File: config.mk
export PLATFORM = sky130hd
export DESIGN_NAME = rtc_bus_sequencer
export DESIGN_NICKNAME = d
export VERILOG_FILES = /design/src/rtl/rtc_bus_sequencer.sv
export SDC_FILE = /design/constraint.sdc
export NUM_CORES = 1
export LEC_CHECK = 0
export BUFFER_PORTS_ARGS = -buffer_cell sky130_fd_sc_hd__buf_4
export CAP_MARGIN = 20
export CORE_UTILIZATION = 40
export CTS_CLUSTER_DIAMETER = 80
export DETAILED_ROUTE_END_ITERATION = 7
export PLACE_DENSITY = 0.69
export SYNTH_ARGS = -nofsm -noshare
export SYNTH_HDL_FRONTEND = slang
export SYNTH_SLANG_ARGS = --single-unit
File: constraint.sdc
create_clock -name clk_i -period 2.8 [get_ports clk_i]
set_input_delay 0.28 -clock clk_i [delete_from_list [all_inputs] [get_ports clk_i]]
set_output_delay 0.28 -clock clk_i [all_outputs]
set_load 0.02 [all_outputs]
File: src/rtl/rtc_bus_sequencer.sv
// Sequencer for the multiplexed RTC address/data bus: periodic 9-register
// mirror scan interleaved round-robin with single writes from the controller.
module rtc_bus_sequencer #(
  parameter int T_PH        = 10,
  parameter int REFRESH_CYC = 1_000_000
) (
  input  logic       clk_i,
  input  logic       reset_i,
  input  logic       wr_req_i,
  input  logic [7:0] wr_addr_i,
  input  logic [7:0] wr_data_i,
  input  logic [7:0] ad_in_i,
  output logic [7:0] ad_out_o,
  output logic       ad_oe_o,
  output logic       a_d_o,
  output logic       cs_o,
  output logic       rd_o,
  output logic       wr_o,
  output logic       wr_ack_o,
  output logic [7:0] regseg_o,
  output logic [7:0] regmin_o,
  output logic [7:0] reghora_o,
  output logic [7:0] regdate_o,
  output logic [7:0] regmes_o,
  output logic [7:0] regano_o,
  output logic [7:0] regTseg_o,
  output logic [7:0] regTmin_o,
  output logic [7:0] regThora_o,
  output logic       scan_done_o,
  output logic       busy_o
);

  typedef enum logic [2:0] {
    IDLE, ADDR_SET, ADDR_STB, ADDR_HLD, DATA_SET, DATA_STB, DATA_HLD, RECOVER
  } state_t;

  localparam int PH_W = (T_PH > 1) ? $clog2(T_PH) : 1;
  localparam int RC_W = (REFRESH_CYC > 1) ? $clog2(REFRESH_CYC) : 1;
  localparam logic [PH_W-1:0] PH_LAST  = PH_W'(T_PH - 1);
  localparam logic [PH_W-1:0] PH_PRE   = PH_W'((T_PH > 1) ? T_PH - 2 : 0);
  localparam logic [RC_W-1:0] RC_LAST  = RC_W'(REFRESH_CYC - 1);
  localparam logic [3:0]      LAST_IDX = 4'd8;

  state_t          state;
  logic [PH_W-1:0] ph_cnt;
  logic [RC_W-1:0] ref_cnt;
  logic            scan_active;
  logic            scan_pending;
  logic            last_wr;
  logic            cur_is_wr;
  logic [3:0]      scan_idx;
  logic [7:0]      cur_data;
  logic [7:0]      mirror [9];

  logic            tick;
  logic            ph_last;
  logic            pre_rec_last;
  logic            grant_wr;
  logic            grant_rd;
  logic            scan_finish;
  logic [7:0]      scan_addr;

  // NOTE: every variable assigned in always_comb gets a default first so no latch is inferred.
  always_comb begin
    scan_addr = 8'h21;
    case (scan_idx)
      4'd0:    scan_addr = 8'h21;
      4'd1:    scan_addr = 8'h22;
      4'd2:    scan_addr = 8'h23;
      4'd3:    scan_addr = 8'h24;
      4'd4:    scan_addr = 8'h25;
      4'd5:    scan_addr = 8'h26;
      4'd6:    scan_addr = 8'h41;
      4'd7:    scan_addr = 8'h42;
      4'd8:    scan_addr = 8'h43;
      default: scan_addr = 8'h21;
    endcase
  end

  assign tick    = (ref_cnt == RC_LAST);
  assign ph_last = (ph_cnt == PH_LAST);
  // True on the edge that enters the final RECOVER clock, so the registered
  // completion pulses line up with that clock.
  assign pre_rec_last = (T_PH == 1) ? (state == DATA_HLD)
                                    : (state == RECOVER && ph_cnt == PH_PRE);
  // Write wins unless a scan is also waiting and the write had the last grant.
  assign grant_wr    = wr_req_i && (!scan_active || !last_wr);
  assign grant_rd    = scan_active && !grant_wr;
  assign scan_finish = (state == RECOVER) && ph_last && !cur_is_wr && (scan_idx == LAST_IDX);

  // NOTE: sequential state uses non-blocking assignments only, so all flops update from pre-edge values.
  always_ff @(posedge clk_i or negedge reset_i) begin
    if (!reset_i) begin
      state        <= IDLE;
      ph_cnt       <= '0;
      ref_cnt      <= '0;
      scan_active  <= 1'b0;
      scan_pending <= 1'b0;
      last_wr      <= 1'b0;
      cur_is_wr    <= 1'b0;
      scan_idx     <= '0;
      cur_data     <= '0;
      cs_o         <= 1'b1;
      rd_o         <= 1'b1;
      wr_o         <= 1'b1;
      a_d_o        <= 1'b1;
      ad_oe_o      <= 1'b0;
      ad_out_o     <= '0;
      busy_o       <= 1'b0;
      wr_ack_o     <= 1'b0;
      scan_done_o  <= 1'b0;
      // NOTE: the mirror array is nine plain flops, so it is cleared by reset like any other state.
      for (int i = 0; i < 9; i++) mirror[i] <= '0;
    end else begin
      ref_cnt     <= tick ? '0 : ref_cnt + RC_W'(1);
      wr_ack_o    <= pre_rec_last && cur_is_wr;
      scan_done_o <= pre_rec_last && !cur_is_wr && (scan_idx == LAST_IDX);

      if (scan_finish) begin
        scan_active  <= scan_pending | tick;
        scan_pending <= 1'b0;
      end else if (tick) begin
        if (scan_active) scan_pending <= 1'b1;
        else             scan_active  <= 1'b1;
      end

      case (state)
        IDLE: begin
          if (grant_wr || grant_rd) begin
            state     <= ADDR_SET;
            ph_cnt    <= '0;
            busy_o    <= 1'b1;
            cs_o      <= 1'b0;
            a_d_o     <= 1'b0;
            ad_oe_o   <= 1'b1;
            cur_is_wr <= grant_wr;
            last_wr   <= grant_wr;
            if (grant_wr) begin
              ad_out_o <= wr_addr_i;
              cur_data <= wr_data_i;
            end else begin
              ad_out_o <= scan_addr;
            end
          end
        end
        default: begin
          if (!ph_last) begin
            ph_cnt <= ph_cnt + PH_W'(1);
          end else begin
            ph_cnt <= '0;
            case (state)
              ADDR_SET: begin state <= ADDR_STB; wr_o <= 1'b0; end
              ADDR_STB: begin state <= ADDR_HLD; wr_o <= 1'b1; end
              ADDR_HLD: begin
                state   <= DATA_SET;
                a_d_o   <= 1'b1;
                ad_oe_o <= cur_is_wr;
                if (cur_is_wr) ad_out_o <= cur_data;
              end
              DATA_SET: begin
                state <= DATA_STB;
                if (cur_is_wr) wr_o <= 1'b0;
                else           rd_o <= 1'b0;
              end
              DATA_STB: begin
                state <= DATA_HLD;
                wr_o  <= 1'b1;
                rd_o  <= 1'b1;
                if (!cur_is_wr) mirror[scan_idx] <= ad_in_i;
              end
              DATA_HLD: begin
                state   <= RECOVER;
                cs_o    <= 1'b1;
                ad_oe_o <= 1'b0;
                a_d_o   <= 1'b1;
              end
              RECOVER: begin
                state  <= IDLE;
                busy_o <= 1'b0;
                if (!cur_is_wr) scan_idx <= (scan_idx == LAST_IDX) ? '0 : scan_idx + 4'd1;
              end
              default: state <= IDLE;
            endcase
          end
        end
      endcase
    end
  end

  assign regseg_o   = mirror[0];
  assign regmin_o   = mirror[1];
  assign reghora_o  = mirror[2];
  assign regdate_o  = mirror[3];
  assign regmes_o   = mirror[4];
  assign regano_o   = mirror[5];
  assign regTseg_o  = mirror[6];
  assign regTmin_o  = mirror[7];
  assign regThora_o = mirror[8];

endmodule

==> results of run 1 <==
## flip-flops by register name, indices dropped and copies added, names as in the netlist, 3 cells and up
name        count
regTmin_o       8
regmin_o        8
regseg_o        8
scan_idx        4
ref_cnt        20
ph_cnt          4
regTseg_o       8
cur_data        8
reghora_o       8
regdate_o       8
regano_o        8
ad_out_o        8
state           3
regmes_o        8
regThora_o      8
## worst paths after layout
kind	start	end	slack (ps)	cells after the start
min in group asynchronous	reset_i	regdate_o[5]	400	2
max in group asynchronous	reset_i	a_d_o	1580	3
worst min register to register	a_d_o	a_d_o	480	2
worst max register to register	state[0]	regano_o[3]	540	4
worst min-delay path	wr_data_i[7]	cur_data[7]	100	2
worst max-delay path	state[0]	regano_o[3]	540	4
## metal layers
layer	vias up	GRT usage
met2	79	0.3172
met5	-	0
met3	14	0.04670
met1	1995	0.2256
met4	0	0.07562
li1	1813	-
## logic make-up after synthesis
logic type | Yosys count | share of synthesized area
simple gates | 107 | 0.1137
fa+ha+maj | 8 | 0.01790
mux | 86 | 0.1723
buf+inv | 27 | 0.02036
flops | 130 | 0.5827
xor+xnor | 17 | 0.02663
compound gates | 57 | 0.06646
## synthesized netlist by cell type (2+ instances only)
library cell  count  area share
o211ai_1          3      0.0040
buf_2             4      0.0036
nand3_1          13       0.012
xor2_1           10       0.016
nor3_2            2      0.0036
xnor2_1           7       0.011
a22oi_1           4      0.0054
nor2_1           21       0.014
ha_1              8       0.018
inv_1            11      0.0074
nor3_1            8      0.0072
a21oi_1          14       0.013
and2_1            4      0.0045
mux2_2           81        0.16
a21o_1            2      0.0027
a31o_2            3      0.0047
or3_1             3      0.0034
a32o_1            2      0.0036
nand2_2           5      0.0056
clkbuf_1         10      0.0067
nand4_1           6      0.0067
dfrtp_1         126        0.56
dfstp_2           4       0.019
nand2_1          13      0.0087
mux2i_1           4      0.0072
and4_1            5      0.0078
o21ai_0          14       0.013
a31oi_1           3      0.0034
nand4b_1          4      0.0063
buf_4             2      0.0027
nand3b_1          5      0.0067
and3_1            5      0.0056
## critical path, stage by stage, from the launching register on
cell and delay [ps]:
dfrtp_1 570, or4b_4 560, nor3_2 230, and2_1 390, mux2_2 390
## cell type report
class                      instances  area share
clock buffer                      18     0.05883
clock inverter                    14     0.02779
inverter                          11    0.005660
multi-input combinational        275      0.3043
sequential                       130      0.4467
tap                              176     0.03019
timing repair buffer             121      0.1266
## metrics by stage
stage | utilization | worst slack [ps] | hold slack [ps] | std cells
global route | 0.5422 | 474.5 | 89.77 | 745
floorplan | - | 872.7 | -15.59 | 432
CTS | 0.5422 | 570.6 | 88.31 | 745
finish | 0.5422 | 541.4 | 99.22 | 745
detailed placement | 0.4945 | 588.8 | 322.1 | 712
global placement | 0.4945 | 648.1 | 311.0 | 712
## power breakdown
group	leakage [nW]	switching [mW]	internal [mW]
logic	1.44	0.564	0.517
clock network	0.306	0.842	1.50
registers	1.59	0.239	2.13
total	3.34	1.64	4.16
==> key figures, run 1 <==
Status
  – Status: completed

Die
  – Die area: 14460 um2
  – Die Ht: 120.2 um
  – I/O Pins: 115
  – Initial Util: 0.4156
  – Area of the core: approximately 13000 um2
  – Rows: 42
  – Chip width: 120.2 um

Power
  – Pwr per Cell Area: approximately 800 nW/um2
  – Leakage: 3.342 nW
  – Pwr Total: 5.800 mW
  – Maximum vdd drop: approximately 390 uV

Global routing
  – Initial antenna violation count: 0
  – Largest net degree at the start of global routing: 62
  – Tot GR Track Use: 0.1863
  – Grt ovf: 0
  – Vias in the first global route: 3931
  – First-pass GRT wire length: 20400 um

Worst setup path
  – Critical path fanouts, max: 14
  – CP Data Required Time: 3090 ps
  – Critical path startpoint category: flop
  – Kind of critical path: reg -> reg
  – WP data arrival: roughly 2600 ps
  – Critical path endpoint category: flop

Routing
  – Top routing layer used: met4
  – Vias per cell: 5.236
  – First DRT Iteration DRCs: 247
  – # DRC: 0
  – M1 wire length: 5464 um
  – Met3 wire len: approximately 420 um
  – Met2 Wirelength: 6682 um
  – Drt total wl: 12770 um
  – First-pass iteration count of the detailed router: 4
  – Total number of vias: slightly below 4000
  – DRT antenna net count: 0
  – Wire per inst: 17.15 um

Clocking
  – Clock slew at the register clock pins of the worst setup and hold paths: 60 ps
  – Resize count post-CTS: 0
  – CTS root buf: clkbuf_16
  – CTS sink count: 130
  – Max clock buf depth: 2
  – Postcts setup bufs: 0
  – CTS tree: built
  – CTS buffer count: 17
  – Hold-fix buffers, CTS: 1
  – Clk_lat worst skew: 410 ps
  – Htree depth: 4

Yosys
  – Distinct cells, synth: 58
  – Avg Inst Size Synth: 12.94 um2
  – Synthesized cell area: 5592 um2
  – Syn_nets: 467
  – Ys async rst share: 1.000
  – Mapped Cells: 432
  – Top_reg_cell synth: dfrtp_1
  – Register bit total from synthesis: 130
  – Sequential share of the synthesized area: 0.5827
  – Ys Warns: 0
  – Post-synth EDFFs: 0

Final layout
  – Seq. cell area: 3258 um2
  – Post-route cell area: 7295 um2
  – Nets: 591
  – Multi-input gate area: 2220 um2
  – Most frequent cells in the layout: dfrtp_1, buf_4, mux2_2, nor2_1, clkbuf_16
  – Layout area overhead: 30.45%
  – Fillers: 1139
  – Share of cells above drive strength 1: 0.4394
  – Commonest non-fill, non-tap cell in the layout: dfrtp_1
  – Antenna cells: 0

Placed design
  – DP HPWL: 9029 um
  – GP Congestion: 0.7753
  – Port Buf Inserts: 114
  – Placed Area: about 6700 um2

Timing
  – # setup viols final: 0
  – Fin. max-slew vios: 0
  – Hold Violations, Final: 0
  – Achievable Freq: 0.4428 GHz
  – Setup TNS: 0 ps
  – Final period utilization: 0.8066
  – Fin crit period: 2259 ps
  – Rel. slew slack: 0.5330
  – Worst slew pin tran: ~700 ps
  – RSZ-0062 raised after global routing: no
  – Clock skew: 8.064 ps

Worst hold path
  – Worst min path class: in -> reg

Run
  – Max_cap viols: 0
Note: power is estimated with default switching activity, not from simulation.
==> run 2: changes to the inputs <==
Clock period 2.8 ns to 2.3 ns, I/O delays scaled along.
==> key figures, run 2 (synthesis results as in run 1) <==
Status
  – Status: completed

Timing
  – Hold Violations, Final: 0
  – Setup TNS: 0 ps
  – Clock skew: 7.147 ps
  – Final period utilization: 0.9326
  – Rel. slew slack: 0.6171
  – Fin crit period: 2145 ps
  – # setup viols final: 0
  – Fin. max-slew vios: 0
  – Achievable Freq: 0.4662 GHz
  – RSZ-0062 raised after global routing: no
  – Worst slew pin tran: 570.5 ps

Clocking
  – Htree depth: 4
  – Max clock buf depth: 2
  – CTS sink count: between 100 and 150
  – CTS root buf: clkbuf_16
  – CTS buffer count: 17
  – Resize count post-CTS: 0
  – Postcts setup bufs: 0
  – Clk_lat worst skew: ~420 ps
  – CTS tree: built
  – Clock slew at the register clock pins of the worst setup and hold paths: 50 ps

Final layout
  – Layout area overhead: 31.82%
  – Antenna cells: 0
  – Share of cells above drive strength 1: 0.4456
  – Max reg flops: 20
  – Fillers: around 1100
  – Top reg by flops: ref_cnt
  – Nets: 601
  – Commonest non-fill, non-tap cell in the layout: buf_4
  – Fin cells: 755
  – Most frequent cells in the layout: buf_4, dfrtp_1, mux2_2, nor2_1, clkbuf_16

Die
  – I/O Pins: 115
  – Die area: 14460 um2
  – Rows: 42
  – Chip width: 120.2 um
  – Area of the core: between 10000 and 15000 um2
  – Die Ht: 120.2 um
  – Initial Util: 0.4156

Routing
  – Total number of vias: 3995
  – Wire per inst: 17.28 um
  – Vias per cell: 5.291
  – First DRT Iteration DRCs: 220
  – Drt total wl: 13050 um
  – DRT antenna net count: 0
  – # DRC: 0
  – First-pass iteration count of the detailed router: 4

Global routing
  – Grt ovf: 0
  – Initial antenna violation count: 0
  – First-pass GRT wire length: 20840 um
  – Vias in the first global route: 4017
  – Tot GR Track Use: 0.1900
  – Largest net degree at the start of global routing: 78

Worst setup path
  – WP data arrival: 2430 ps
  – Worst path top cell family by delay: simple AND/OR/NAND/NOR gates
  – Critical path fanouts, max: 6
  – Kind of critical path: reg -> reg
  – Slowest-stage cell, CP: or4_1
  – CP Data Required Time: 2590 ps
  – Critical path endpoint category: flop
  – Bufs and invs on worst path: 1
  – R2R setup slack: 150 ps
  – CP Cell Sequence: inv_1, ha_1, nand3b_1, or4_1, mux2i_1, o21ai_0
  – Worst path max stage delay: 620 ps
  – Critical path startpoint category: flop

Placed design
  – Port Buf Inserts: about 110
  – DP HPWL: roughly 9100 um
  – GP Congestion: 0.7926
  – Placed cell count: 722

Power
  – Leakage: 3.392 nW
  – Pwr per Cell Area: 966.8 nW/um2
  – Maximum vdd drop: approximately 460 uV
  – Psw: 1.956 mW
  – Power share of the combinational group: 0.202
  – Internal power: between 5 and 6 mW
  – Clock power frac: 0.402
  – Switching Fraction: 0.2744
  – Flop pwr share: 0.396

Worst hold path
  – Worst min path class: in -> reg

Run
  – Max_cap viols: 0
## run 2: changes by cell type in the layout (fill, tap and decap cells not counted), sizes merged
cell    change
clkbuf      +5
buf        +10
clkinv      -1
inv         -4
## run 2: final timing paths
kind                         startpoint           end  depth (start not counted)
setup / recovery            scan_idx[0]   scan_active                          6
hold / removal             wr_data_i[1]   cur_data[1]                          2
setup reg to reg            scan_idx[0]   scan_active                          6
hold reg to reg                   a_d_o         a_d_o                          2
max in group asynchronous       reset_i          rd_o                          3
min in group asynchronous       reset_i  regdate_o[1]                          2
## run 2: area by class of cell
class	instances	area, um2	area share
inverters	11	41.29	0.005602
repair buffers	131	998.5	0.1355
multi-input cells	275	2220	0.3011
well taps	176	220.2	0.02988
clock inverters	9	155.1	0.02105
clock buffers	23	478.0	0.06484
flip-flops and latches	130	3258	0.4420
## run 2: what timing repair did
| action | CTS | global route |
|---|---|---|
| hold buffers | 1 | 0 |
| endpoints found under the setup margin | 0 | 0 |
| hold endpoints to repair | 14 | 0 |
## run 2: metal layers
layer	global-route usage	routed length, um	share of wire
met5	0	0	0
met4	0.08256	292	0.022
met3	0.05047	493	0.038
met2	0.3121	6725	0.52
met1	0.2357	5533	0.42
## run 2: through the flow
step	utilization	hold slack, ps	setup slack, ps	area, um2	total power, mW
after floorplan	-	-65.59	372.7	5592	3.691
after detailed placement	0.5001	107.2	153.1	6728	4.294
after CTS	0.5479	32.69	153.1	7371	7.177
final	0.5479	44.83	155.0	7371	7.126
after global placement	0.5001	104.3	258.9	6728	4.249
after global routing	0.5479	40.74	26.66	7371	7.421
## run 2: power groups by stage
stage          registers [mW]  clock network [mW]  logic [mW]
3_5_place_dp             2.86                   0        1.44
3_3_place_gp             2.85                   0        1.40
2_1_floorplan            2.99                   0       0.697
4_1_cts                  2.82                2.91        1.45
5_1_grt                  2.86                3.00        1.56
6_report                 2.83                2.86        1.44
==> run 3: changes to the inputs <==
Settings changed: HOLD_SLACK_MARGIN set to 0.1.
==> key figures, run 3 (synthesis results as in run 1) <==
Placed design
  – GP Congestion: 0.7926
  – Placed Area: 6728 um2
  – Port Buf Inserts: 114
  – DP HPWL: 9140 um

Clocking
  – Clock slew at the register clock pins of the worst setup and hold paths: 50 ps
  – CTS tree: built
  – Htree depth: 4
  – CTS root buf: clkbuf_16
  – Postcts setup bufs: 0
  – Clk_lat worst skew: approximately 420 ps
  – CTS sink count: 130
  – CTS buffer count: 17
  – Max clock buf depth: 2

Worst hold path
  – Min-Delay Endpoint: ad_out_o[7]
  – Worst min path class: in -> reg
  – Hold path depth: 3
  – HP Start: wr_addr_i[7]

Global routing
  – Met3 Track Usage GR: 0.05094
  – Vias in the first global route: 4058
  – GR Util met1: 0.2385
  – Grt ovf: 0
  – Tot GR Track Use: 0.1920
  – Initial antenna violation count: 0
  – Most Crowded Layer GR: met2
  – Largest net degree at the start of global routing: roughly 80
  – GR met2 Demand/Resource: 0.3161
  – First-pass GRT wire length: between 20000 and 25000 um

Timing
  – Clock skew: a little over 8 ps
  – # setup viols final: 0
  – Rel. slew slack: 0.6201
  – Final period utilization: 0.9335
  – Achievable Freq: 0.4657 GHz
  – Setup TNS: 0 ps
  – Hold Slack: around 120 ps
  – Hold Violations, Final: 0
  – Fin crit period: roughly 2100 ps
  – Worst slew pin tran: 566.1 ps
  – RSZ-0062 raised after global routing: no
  – Fin. max-slew vios: 0

Final layout
  – Commonest non-fill, non-tap cell in the layout: buf_4
  – Seq. cell area: between 3000 and 4000 um2
  – Antenna cells: 0
  – Fillers: 1139
  – Post-route cell area: between 7000 and 8000 um2
  – Fin util: 0.5539
  – Layout area overhead: 33.25%
  – Max reg flops: 20
  – Top reg by flops: ref_cnt
  – Most frequent cells in the layout: buf_4, dfrtp_1, mux2_2, nor2_1, clkbuf_16
  – Nets: 609
  – Multi-input gate area: around 2200 um2
  – Share of cells above drive strength 1: 0.4395

Run
  – Max_cap viols: 0

Routing
  – Wire per inst: 17.28 um
  – DRT antenna net count: 0
  – Drt total wl: between 10000 and 15000 um
  – First DRT Iteration DRCs: 265
  – Total number of vias: 4011
  – First-pass iteration count of the detailed router: 4
  – # DRC: 0
  – Vias per cell: approximately 5.3

Worst setup path
  – WP data arrival: ~2400 ps
  – CP Data Required Time: 2590 ps
  – R2R setup slack: 150 ps
  – Critical path endpoint category: flop
  – RR Startpoint: scan_idx[0]
  – RR Endpoint: regThora_o[0]
  – Critical path fanouts, max: 8
  – Kind of critical path: reg -> reg
  – Worst R2R Path Depth: 5
  – Critical path startpoint category: flop

Power
  – Pwr per Cell Area: roughly 960 nW/um2
  – Flop pwr share: 0.396
  – Leakage: 3.425 nW
  – Power share of the combinational group: 0.203
  – Clock power frac: 0.400
  – Switching Fraction: 0.2739
  – Maximum vdd drop: 454.8 uV
  – Internal power: 5.180 mW
  – Psw: just under 2 mW

Die
  – I/O Pins: 115
  – Die Ht: roughly 120 um
  – Rows: 42
  – Initial Util: 0.4156
  – Area of the core: 13450 um2
  – Chip width: 120.2 um
  – Die area: 14460 um2

Status
  – Status: completed
-- run 3: changes by cell type in the layout (fill, tap and decap cells not counted), sizes merged --
cell / delta
dlygate4sd3: +8
-- run 3: power by group through the flow --
stage | logic, mW | clock network [mW] | registers, mW
3_3_place_gp | 1.40 | 0 | 2.85
4_1_cts | 1.46 | 2.91 | 2.82
3_5_place_dp | 1.44 | 0 | 2.86
2_1_floorplan | 0.697 | 0 | 2.99
5_1_grt | 1.57 | 3.00 | 2.86
6_report | 1.45 | 2.85 | 2.83
-- run 3: stage by stage --
stage | cells | total power, mW | setup WS (ps)
3_3_place_gp | 722 | 4.249 | 258.9
6_report | 763 | 7.134 | 152.9
4_1_cts | 763 | 7.188 | 153.1
2_1_floorplan | 432 | 3.691 | 372.7
3_5_place_dp | 722 | 4.294 | 153.1
5_1_grt | 763 | 7.433 | 26.66
-- run 3: how the worst max path moves through the flow --
stage                startpoint  cells after the start            end
floorplan             ph_cnt[1]                      8  regThora_o[0]
global placement    scan_idx[0]                      5  regThora_o[3]
detailed placement  scan_idx[0]                      6    scan_active
CTS                 scan_idx[0]                      6    scan_active
global route        scan_idx[0]                      5  regThora_o[3]
finish              scan_idx[0]                      5  regThora_o[0]
-- run 3: layout make-up --
type                       instances  area share
inverter                          11    0.005542
clock inverter                     9     0.02082
timing repair buffer             139      0.1448
multi-input combinational        275      0.2979
clock buffer                      23     0.06415
sequential                       130      0.4373
tap                              176     0.02955
-- run 3: worst max-delay path, stage by stage (launching register included) --
cell	delay (ps)
dfrtp_1	410
inv_1	160
ha_1	270
nand3b_1	270
or3_1	580
mux2_2	330
-- run 3: routing by layer --
layer / vias up / part of all wire
li1: 1850 / -
met1: 2048 / 0.42
met2: 89 / 0.52
met3: 24 / 0.039
met4: 0 / 0.020
met5: - / 0
-- run 3: timing repair --
action,4_1_cts,5_1_grt
hold buffers,9,0
resized for setup,0,0
endpoints found under the hold margin,113,0
